==> config.mk <==
export PLATFORM = sky130hd
export DESIGN_NAME = tsfm_bus_seq
export DESIGN_NICKNAME = d
export VERILOG_FILES = /design/src/rtl/tsfm_pkg.sv /design/src/rtl/tsfm_recov_cnt.sv /design/src/rtl/tsfm_bus_seq.sv
export SDC_FILE = /design/constraint.sdc
export NUM_CORES = 1
export LEC_CHECK = 0
export CORE_ASPECT_RATIO = 0.7
export CORE_MARGIN = 1
export CORE_UTILIZATION = 49
export CTS_BUF_LIST = sky130_fd_sc_hd__clkbuf_8
export DETAILED_ROUTE_END_ITERATION = 7
export PLACE_DENSITY = 0.78
export SKIP_CTS_REPAIR_TIMING = 1
export SYNTH_ARGS = -nofsm -noshare
export SYNTH_HDL_FRONTEND = slang
export SYNTH_SLANG_ARGS = --single-unit
export TNS_END_PERCENT = 100
==> constraint.sdc <==
create_clock -name clkcpu -period 3.15 [get_ports clkcpu]
set_input_delay 0.63 -clock clkcpu [delete_from_list [all_inputs] [get_ports clkcpu]]
set_output_delay 0.63 -clock clkcpu [all_outputs]
set_load 0.03 [all_outputs]
==> src/rtl/tsfm_pkg.sv <==
// Shared types and constants for the TurboSound FM bus-cycle sequencer.
package tsfm_pkg;

    typedef enum logic [2:0] {
        ST_IDLE,
        ST_RECOV_WAIT,
        ST_SETUP,
        ST_STROBE,
        ST_HOLD,
        ST_DONE
    } tsfm_state_e;

    localparam int CHIP1   = 0;
    localparam int CHIP2   = 1;
    localparam int RECOV_W = 5;

endpackage

==> src/rtl/tsfm_recov_cnt.sv <==
// Per-chip write-recovery counter: load on a finished write, count down to zero.
module tsfm_recov_cnt
    import tsfm_pkg::*;
(
    input  logic               clkcpu,
    input  logic               rst_n,
    input  logic               load_i,
    input  logic [RECOV_W-1:0] load_val_i,
    output logic               busy_o
);

    logic [RECOV_W-1:0] cnt_q;
    logic [RECOV_W-1:0] cnt_d;

    // A load in the same cycle as a decrement takes priority.
    always_comb begin
        cnt_d = cnt_q;
        if (load_i) begin
            cnt_d = load_val_i;
        end else if (cnt_q != '0) begin
            cnt_d = cnt_q - 1'b1;
        end
    end

    always_ff @(posedge clkcpu or negedge rst_n) begin
        if (!rst_n) begin
            cnt_q <= '0;
        end else begin
            cnt_q <= cnt_d;
        end
    end

    assign busy_o = (cnt_q != '0);

endmodule

==> src/rtl/tsfm_bus_seq.sv <==
// Sequences a decoded Z80 I/O access into a timed YM2203 cycle (setup, strobe, hold),
// stretching the CPU with n_wait while the target chip is recovering or the cycle runs.
module tsfm_bus_seq
    import tsfm_pkg::*;
#(
    parameter int SETUP_CYC  = 1,
    parameter int STROBE_CYC = 3,
    parameter int HOLD_CYC   = 1,
    parameter int ADDR_RECOV = 2,
    parameter int DATA_RECOV = 17
) (
    input  logic       clkcpu,
    input  logic       rst_n,
    input  logic       io_req,
    input  logic       io_wr,
    input  logic       io_a0,
    input  logic       chip_sel,
    input  logic [7:0] d_in,
    output logic [7:0] d_out,
    output logic       d_out_en,
    input  logic [7:0] ad_in,
    output logic [7:0] ad_out,
    output logic       ad_oe,
    output logic       aa0,
    output logic       n_ard,
    output logic       n_awr,
    output logic [1:0] n_ym_cs,
    output logic       n_wait,
    output logic [1:0] busy
);

    localparam logic [1:0] SETUP_LAST  = 2'(SETUP_CYC - 1);
    localparam logic [2:0] STROBE_LAST = 3'(STROBE_CYC - 1);
    localparam logic [1:0] HOLD_LAST   = 2'(HOLD_CYC - 1);

    tsfm_state_e state_q;
    logic        req_q;
    logic        chip_q, wr_q, a0_q;
    logic [1:0]  ph_q;
    logic [2:0]  stb_q;
    logic [7:0]  d_out_q, ad_out_q;
    logic        ad_oe_q, aa0_q, n_ard_q, n_awr_q, n_wait_q;
    logic [1:0]  n_cs_q;

    logic               req_rise;
    logic               in_cycle;
    logic               tgt_chip, tgt_wr, tgt_a0;
    logic               wr_load;
    logic [1:0]         load;
    logic [RECOV_W-1:0] load_val;

    assign req_rise = io_req & ~req_q;
    assign in_cycle = (state_q == ST_RECOV_WAIT) || (state_q == ST_SETUP) ||
                      (state_q == ST_STROBE) || (state_q == ST_HOLD);

    // In IDLE the access is being accepted this edge, so use the live inputs.
    assign tgt_chip = (state_q == ST_IDLE) ? chip_sel : chip_q;
    assign tgt_wr   = (state_q == ST_IDLE) ? io_wr    : wr_q;
    assign tgt_a0   = (state_q == ST_IDLE) ? io_a0    : a0_q;

    // Recovery starts on HOLD entry, or on an abort once n_awr has been low.
    assign wr_load  = (state_q == ST_STROBE) && wr_q && (!io_req || (stb_q == STROBE_LAST));
    assign load     = {wr_load & chip_q, wr_load & ~chip_q};
    assign load_val = a0_q ? RECOV_W'(DATA_RECOV) : RECOV_W'(ADDR_RECOV);

    tsfm_recov_cnt u_recov_c1 (
        .clkcpu     (clkcpu),
        .rst_n      (rst_n),
        .load_i     (load[CHIP1]),
        .load_val_i (load_val),
        .busy_o     (busy[CHIP1])
    );

    tsfm_recov_cnt u_recov_c2 (
        .clkcpu     (clkcpu),
        .rst_n      (rst_n),
        .load_i     (load[CHIP2]),
        .load_val_i (load_val),
        .busy_o     (busy[CHIP2])
    );

    always_ff @(posedge clkcpu or negedge rst_n) begin
        if (!rst_n) begin
            state_q  <= ST_IDLE;
            req_q    <= 1'b0;
            chip_q   <= 1'b0;
            wr_q     <= 1'b0;
            a0_q     <= 1'b0;
            ph_q     <= '0;
            stb_q    <= '0;
            d_out_q  <= 8'hFF;
            ad_out_q <= 8'h00;
            ad_oe_q  <= 1'b0;
            aa0_q    <= 1'b0;
            n_ard_q  <= 1'b1;
            n_awr_q  <= 1'b1;
            n_wait_q <= 1'b1;
            n_cs_q   <= 2'b11;
        end else begin
            req_q <= io_req;
            if (in_cycle && !io_req) begin
                state_q  <= ST_IDLE;
                n_cs_q   <= 2'b11;
                n_ard_q  <= 1'b1;
                n_awr_q  <= 1'b1;
                ad_oe_q  <= 1'b0;
                n_wait_q <= 1'b1;
            end else begin
                case (state_q)
                    ST_IDLE: begin
                        if (req_rise) begin
                            chip_q   <= chip_sel;
                            wr_q     <= io_wr;
                            a0_q     <= io_a0;
                            ad_out_q <= d_in;
                            n_wait_q <= 1'b0;
                            if (busy[tgt_chip]) begin
                                state_q <= ST_RECOV_WAIT;
                            end else begin
                                state_q <= ST_SETUP;
                                ph_q    <= '0;
                                n_cs_q  <= tgt_chip ? 2'b01 : 2'b10;
                                aa0_q   <= tgt_a0;
                                ad_oe_q <= tgt_wr;
                            end
                        end
                    end
                    ST_RECOV_WAIT: begin
                        if (!busy[tgt_chip]) begin
                            state_q <= ST_SETUP;
                            ph_q    <= '0;
                            n_cs_q  <= tgt_chip ? 2'b01 : 2'b10;
                            aa0_q   <= tgt_a0;
                            ad_oe_q <= tgt_wr;
                        end
                    end
                    ST_SETUP: begin
                        if (ph_q == SETUP_LAST) begin
                            state_q <= ST_STROBE;
                            stb_q   <= '0;
                            n_awr_q <= ~wr_q;
                            n_ard_q <= wr_q;
                        end else begin
                            ph_q <= ph_q + 1'b1;
                        end
                    end
                    ST_STROBE: begin
                        if (stb_q == STROBE_LAST) begin
                            state_q  <= ST_HOLD;
                            ph_q     <= '0;
                            n_awr_q  <= 1'b1;
                            n_ard_q  <= 1'b1;
                            n_wait_q <= 1'b1;
                            if (!wr_q) begin
                                d_out_q <= ad_in;
                            end
                        end else begin
                            stb_q <= stb_q + 1'b1;
                        end
                    end
                    ST_HOLD: begin
                        if (ph_q == HOLD_LAST) begin
                            state_q <= ST_DONE;
                            n_cs_q  <= 2'b11;
                            ad_oe_q <= 1'b0;
                        end else begin
                            ph_q <= ph_q + 1'b1;
                        end
                    end
                    ST_DONE: begin
                        if (!io_req) begin
                            state_q <= ST_IDLE;
                        end
                    end
                    default: begin
                        state_q <= ST_IDLE;
                    end
                endcase
            end
        end
    end

    assign d_out    = d_out_q;
    assign d_out_en = io_req & ~wr_q & ((state_q == ST_HOLD) || (state_q == ST_DONE));
    assign ad_out   = ad_out_q;
    assign ad_oe    = ad_oe_q;
    assign aa0      = aa0_q;
    assign n_ard    = n_ard_q;
    assign n_awr    = n_awr_q;
    assign n_ym_cs  = n_cs_q;
    assign n_wait   = n_wait_q;

endmodule

=== After elaboration in Yosys (flattened, before gate mapping) ===
Index checks and enable logic that the tools add are counted.

* Add/subtract/negate cells: 4
* Order comparisons: 1
* Eq/ne operators: 17
* Multiplexer cells: 51
* Bitwise operators: 9
* Reduce and logical (&&, ||, !) cells: 31

{| class="wikitable"
|+ Operators by type and width
! kind !! count
|-
| 2-to-1 mux 3 bit || 9
|-
| 2-to-1 mux 5 bit || 5
|-
| 2-to-1 mux 2 bit || 10
|-
| 2-to-1 mux 1 bit || 18
|-
| one-hot mux 3 bit (6 select lines) || 1
|-
| AND reduction 3 bit || 5
|-
| nonzero test 5 bit || 2
|-
| subtractor 5 x 1 -> 5 bit (second input constant) || 2
|-
| == test 3 x 2 -> 1 bit (second input constant) || 3
|-
| != test 3 bit (second input constant) || 3
|-
| one-hot mux 1 bit (2 select lines) || 4
|-
| one-hot mux 2 bit (4 select lines) || 1
|-
| AND reduction 4 bit || 2
|-
| nonzero test 2 bit || 4
|-
| nonzero test 4 bit || 2
|-
| == test 3 bit (second input constant) || 2
|-
| != test 2 bit (second input constant) || 3
|-
| != test 3 x 1 -> 1 bit (second input constant) || 2
|-
| one-hot mux 2 bit (3 select lines) || 1
|-
| one-hot mux 3 bit (2 select lines) || 1
|-
| AND reduction 6 bit || 1
|-
| nonzero test 3 bit || 2
|-
| AND 1 bit || 5
|-
| logical OR 1 bit || 5
|-
| 14 further kinds || 20
|}

* Bits in registers: 45
* Input port bits: 22
* Output and inout bits: 26
* Logic and storage cells: 130

=== Logic depth before layout (Yosys ltp) ===
* Depth in word-level cells: 8
* Mapped depth: 7
* Depth with buffers taken out: 7

=== Modules after synthesis ===
Synthesis repeated with hierarchy kept, for this count alone.

* Cells, all modules: 228
* Area, all modules: 2414.8 um2

{| class="wikitable"
|+ Modules (own cells, without submodules)
! module !! instances !! cells each !! area an instance (um2) !! sequential area each (um2)
|-
| tsfm_bus_seq || 1 || 174 || 1854.3 || 892.1
|-
| tsfm_recov_cnt || 2 || 27 || 280.3 || 125.1
|}

=== Least setup slack after synthesis ===
Ideal clock, no wire load.

* Path type: register to output
* Start: register u_recov_c1.cnt_q[0]
* End: output port busy[0]
* Arrival time: 1.356 ns
* Required time: 2.520 ns
* Setup slack: 1.164 ns
* Stages on the path, launching flop included: 6
* Buffers on the path: 1
* Path through: dfrtp_1 inv_1 ha_1 nor4b_2 inv_1 buf_4

* Word-level cells in the longest chain between the ends: 1

{| class="wikitable"
|+ Ends and longest elaborated chain
! what !! line !! source
|-
| start, declared || tsfm_recov_cnt.sv:12 || <nowiki>logic [RECOV_W-1:0] cnt_q;</nowiki>
|-
| start signal, assigned || tsfm_recov_cnt.sv:29 || <nowiki>cnt_q <= cnt_d;</nowiki>
|-
| nonzero test 5 bit || tsfm_recov_cnt.sv:33 || <nowiki>assign busy_o = (cnt_q != '0);</nowiki>
|-
| end, declared || tsfm_bus_seq.sv:29 || <nowiki>output logic [1:0] busy</nowiki>
|}

No other way between the ends.

=== Worst setup path after layout ===
* Start: register u_recov_c2.cnt_q[0]
* End: output port busy[1]

* Word-level cells in the longest chain between the ends: 1

{| class="wikitable"
|+ Ends and longest elaborated chain
! what !! line
|-
| start, declared || tsfm_recov_cnt.sv:12
|-
| start signal, assigned || tsfm_recov_cnt.sv:29
|-
| nonzero test 5 bit || tsfm_recov_cnt.sv:33
|}

No other way between the ends.

==> reports/qor.json <==
{
  "synth": {
    "synth-warning-count": 0,
    "synth_area_per_cell_sq_um": 10.9,
    "synth.top_cell.area_share": 0.330,
    "area_contributors_post_synth": "sky130_fd_sc_hd__dfrtp_1, sky130_fd_sc_hd__dfstp_2, sky130_fd_sc_hd__mux2_2, sky130_fd_sc_hd__ha_1, sky130_fd_sc_hd__inv_1",
    "post_synthesis_register_bit_count": 45,
    "synth_ff_type": "sky130_fd_sc_hd__dfrtp_1",
    "number_of_enable_type_register_cells_in_the_synthesized_netlist": 0,
    "syn-instance-count": 223,
    "postSynth.asyncResetShare": 1.00,
    "mappedNetlistNets": 252,
    "synthesized_cell_area_sq_mm": 0.00243,
    "post-synth-top-area-cell": "sky130_fd_sc_hd__dfrtp_1",
    "synth_sequential_area_ratio": 0.471,
    "synthDistinctLibCells": 53
  },
  "global_routing": {
    "grt_most_used_layer": "met1",
    "via_count_of_the_first_global_routing_pass": 1695,
    "grt_use_met1": 0.293,
    "grt_antenna_before_repair": 0,
    "grt_use_total": 0.203,
    "gr-usage-met3": 0.0721,
    "gr-usage-met2": 0.280,
    "grt_remaining_overflow": 0,
    "grt_start_max_net_pins": 46,
    "grt_pass1_wl_mm": 7.94
  },
  "drt": {
    "route.detailed.vias_per_inst": 5.24,
    "antenna_left": 0,
    "routed_wl_mm": 4.80,
    "wl_per_cell_um": 14.0,
    "detailedRoute.firstPassIterationCount": 4,
    "initialDrtViolationCount": 138,
    "drcViolationCount": 0,
    "routed-via-count": 1793
  },
  "setup_path": {
    "critical_path.top_delay_family": "buffers and inverters",
    "critical_path_class": "reg -> out",
    "critPathSlowestCell": "sky130_fd_sc_hd__clkdlybuf4s50_1",
    "path_max_fanout": 6,
    "worstSetupEndpointType": "output port",
    "timing.critical_path.arrival_ns": 2.18,
    "crit_required_ns": 2.52,
    "timing.critical_path.slowest_cell_delay_ns": 0.63,
    "critical_path.most_common_cell": "sky130_fd_sc_hd__inv_1",
    "setup.worst_path.start_class": "register",
    "buffering_stage_count_on_the_worst_path_with_inverters_included": 3,
    "worst_r2r_path_depth": 5,
    "timing.critical_path.cells": "inv_1 > ha_1 > nor4b_4 > inv_1 > clkdlybuf4s50_1",
    "cp_num_cells": 5
  },
  "die": {
    "die-width_um": 86.1,
    "core_sq_mm": 0.00478,
    "initial_core_util": 0.507,
    "rows": 21,
    "fp.dieArea_sq_mm": 0.00524,
    "ioPinCount": 48,
    "die_h_um": 60.9
  },
  "sta": {
    "report.final.slew_viol_count": 0,
    "rsz_0062_raised_after_global_routing": "false",
    "setup_total_negative_slack_ns": 0,
    "tightestPinTransition_ns": 0.959,
    "setup_violations": 0,
    "relSlewSlack": 0.361,
    "finalHoldViolCount": 0,
    "layout_worst_path_cycle_share": 0.892,
    "finalWorstPathRequiredPeriod_ns": 2.81,
    "clock_skew_ns": 0.00864,
    "fmaxAchievable_ghz": 0.356,
    "hold_slack_ns": 0.473
  },
  "layout": {
    "post_layout_nonfiller_instances": 342,
    "multi_input_comb_area_sq_mm": 0.00116,
    "nets": 301,
    "filler_cell_count": 381,
    "final-seq-area_sq_mm": 0.00114,
    "finalCoreUtilization": 0.636,
    "layout.cells.most_common_list": "sky130_fd_sc_hd__clkdlybuf4s50_1, sky130_fd_sc_hd__dfrtp_1, sky130_fd_sc_hd__inv_1",
    "most_common_cell_after_layout_fill_and_taps_aside": "sky130_fd_sc_hd__clkdlybuf4s50_1",
    "final_layout_size_suffix_gt1_frac": 0.187,
    "area_growth_syn_to_layout_pct": 25.4,
    "antennaDiodeCount": 0
  },
  "clock_tree": {
    "cts_sinks": 45,
    "cts.clk_slew.worst_paths_ns": 0.09,
    "cts_tree": "done",
    "cts_max_path_buffers": 2,
    "cts-buffers-inserted": 5,
    "htree_num_levels": 2,
    "clk_latency_ns": 0.30,
    "root_buffer": "sky130_fd_sc_hd__clkbuf_8"
  },
  "place": {
    "numPlacedInstances": 334,
    "dp_hpwl_mm": 3.53,
    "io_buffers": 47,
    "place_congestion": 0.825
  },
  "power_and_ir_drop": {
    "peakVddDrop_v": 0.000593,
    "p_leak_nw": 1.28,
    "cellPowerDensity_mw_per_mm2": 1000
  },
  "flow_run": {
    "maxCapViolCount": 0
  },
  "outcome": {
    "status": "finished clean"
  },
  "worst_hold_path": {
    "hp-class": "in -> async"
  }
}
-- cells by family (layout without fill, tap and decap cells) --
| family | count (synthesis) | after routing | synth area share |
|---|---|---|---|
| AOI/OAI and AO/OA | 40 | 40 | 0.116 |
| buffers and inverters | 28 | 78 | 0.0516 |
| muxes | 28 | 28 | 0.132 |
| and+or+nand+nor | 67 | 67 | 0.165 |
| adders and majority gates | 7 | 7 | 0.0361 |
| xor gates and xnor gates | 8 | 8 | 0.0289 |
| DFF | 45 | 45 | 0.471 |
-- cell usage after synthesis, types with 2 or more instances --
library cell               instances
sky130_fd_sc_hd__nand2_1          17
sky130_fd_sc_hd__o21ai_1           2
sky130_fd_sc_hd__nand2b_1          7
sky130_fd_sc_hd__mux2i_1           4
sky130_fd_sc_hd__nand4_1           3
sky130_fd_sc_hd__nand3_1           3
sky130_fd_sc_hd__o22ai_1           5
sky130_fd_sc_hd__o21ai_0           7
sky130_fd_sc_hd__a22o_1            4
sky130_fd_sc_hd__inv_1            18
sky130_fd_sc_hd__mux2_2           15
sky130_fd_sc_hd__a22oi_1           2
sky130_fd_sc_hd__or2_1             2
sky130_fd_sc_hd__nor2_1           18
sky130_fd_sc_hd__o21a_1            2
sky130_fd_sc_hd__dfstp_2          13
sky130_fd_sc_hd__nor2b_1           3
sky130_fd_sc_hd__clkbuf_1          4
sky130_fd_sc_hd__a21oi_1           8
sky130_fd_sc_hd__ha_1              7
sky130_fd_sc_hd__mux2i_2           2
sky130_fd_sc_hd__dfrtp_1          32
sky130_fd_sc_hd__nor4_1            2
sky130_fd_sc_hd__buf_4             3
sky130_fd_sc_hd__xnor2_1           6
sky130_fd_sc_hd__mux2_1            6
sky130_fd_sc_hd__xor2_1            2
-- sequential cells by signal, summed over array words and instances (netlist names) --
register,count
ad_oe,1
state_q,3
ph_q,2
d_out,8
n_ym_cs,2
wr_q,1
u_recov_c2.cnt_q,5
a0_q,1
ad_out,8
req_q,1
aa0,1
stb_q,3
n_ard,1
chip_q,1
u_recov_c1.cnt_q,5
n_awr,1
n_wait,1
-- worst reg2reg max path, cell delays in order (launching register included) --
cell and delay (ns):
sky130_fd_sc_hd__dfrtp_1 0.49, sky130_fd_sc_hd__nor3_4 0.36, sky130_fd_sc_hd__mux2i_2 0.43, sky130_fd_sc_hd__mux2i_2 0.16, sky130_fd_sc_hd__nor4_4 0.29, sky130_fd_sc_hd__mux2_1 0.36
-- final timing paths --
kind	startpoint	endpoint	slack [ns]
setup / recovery	u_recov_c2.cnt_q[0]	busy[1]	0.34
hold / removal	rst_n	u_recov_c2.cnt_q[4]	0.47
setup reg to reg	state_q[1]	aa0	0.96
hold reg to reg	n_ym_cs[0]	n_ym_cs[0]	0.48
max in group asynchronous	rst_n	ad_out[7]	2.08
min in group clkcpu	n_ym_cs[0]	n_ym_cs[0]	0.48
-- cell type report --
class                           count  area share
Clock inverter                      3     0.00494
Sequential cell                    45       0.376
Multi-Input combinational cell    150       0.381
Inverter                           18      0.0222
Clock buffer                        5      0.0226
Timing Repair Buffer               52       0.165
Tap cell                           69      0.0284
-- per-layer routing --
| metal | wire length (um) | part of all wire |
|---|---|---|
| met1 | 2370 | 0.49 |
| met2 | 2000 | 0.42 |
| met3 | 370 | 0.077 |
| met4 | 61 | 0.013 |
| met5 | 0 | 0 |
-- where the power goes --
part	internal [W]	total, W	switching, W
clock	0.000151	0.000344	0.000193
combinational	0.000751	0.00161	0.000863
sequential	0.000882	0.00109	0.000211
-- per-stage QoR --
stage                     cell area (sq um)  total power [W]  setup slack [ns]
after CTS                              3040          0.00307             0.318
after detailed placement               2960          0.00271             0.540
after global placement                 2960          0.00267             0.570
final                                  3040          0.00305             0.340
after floorplan                        2430          0.00222              1.16
after global routing                   3040          0.00326             0.197
(Power assumes the default switching activity.)
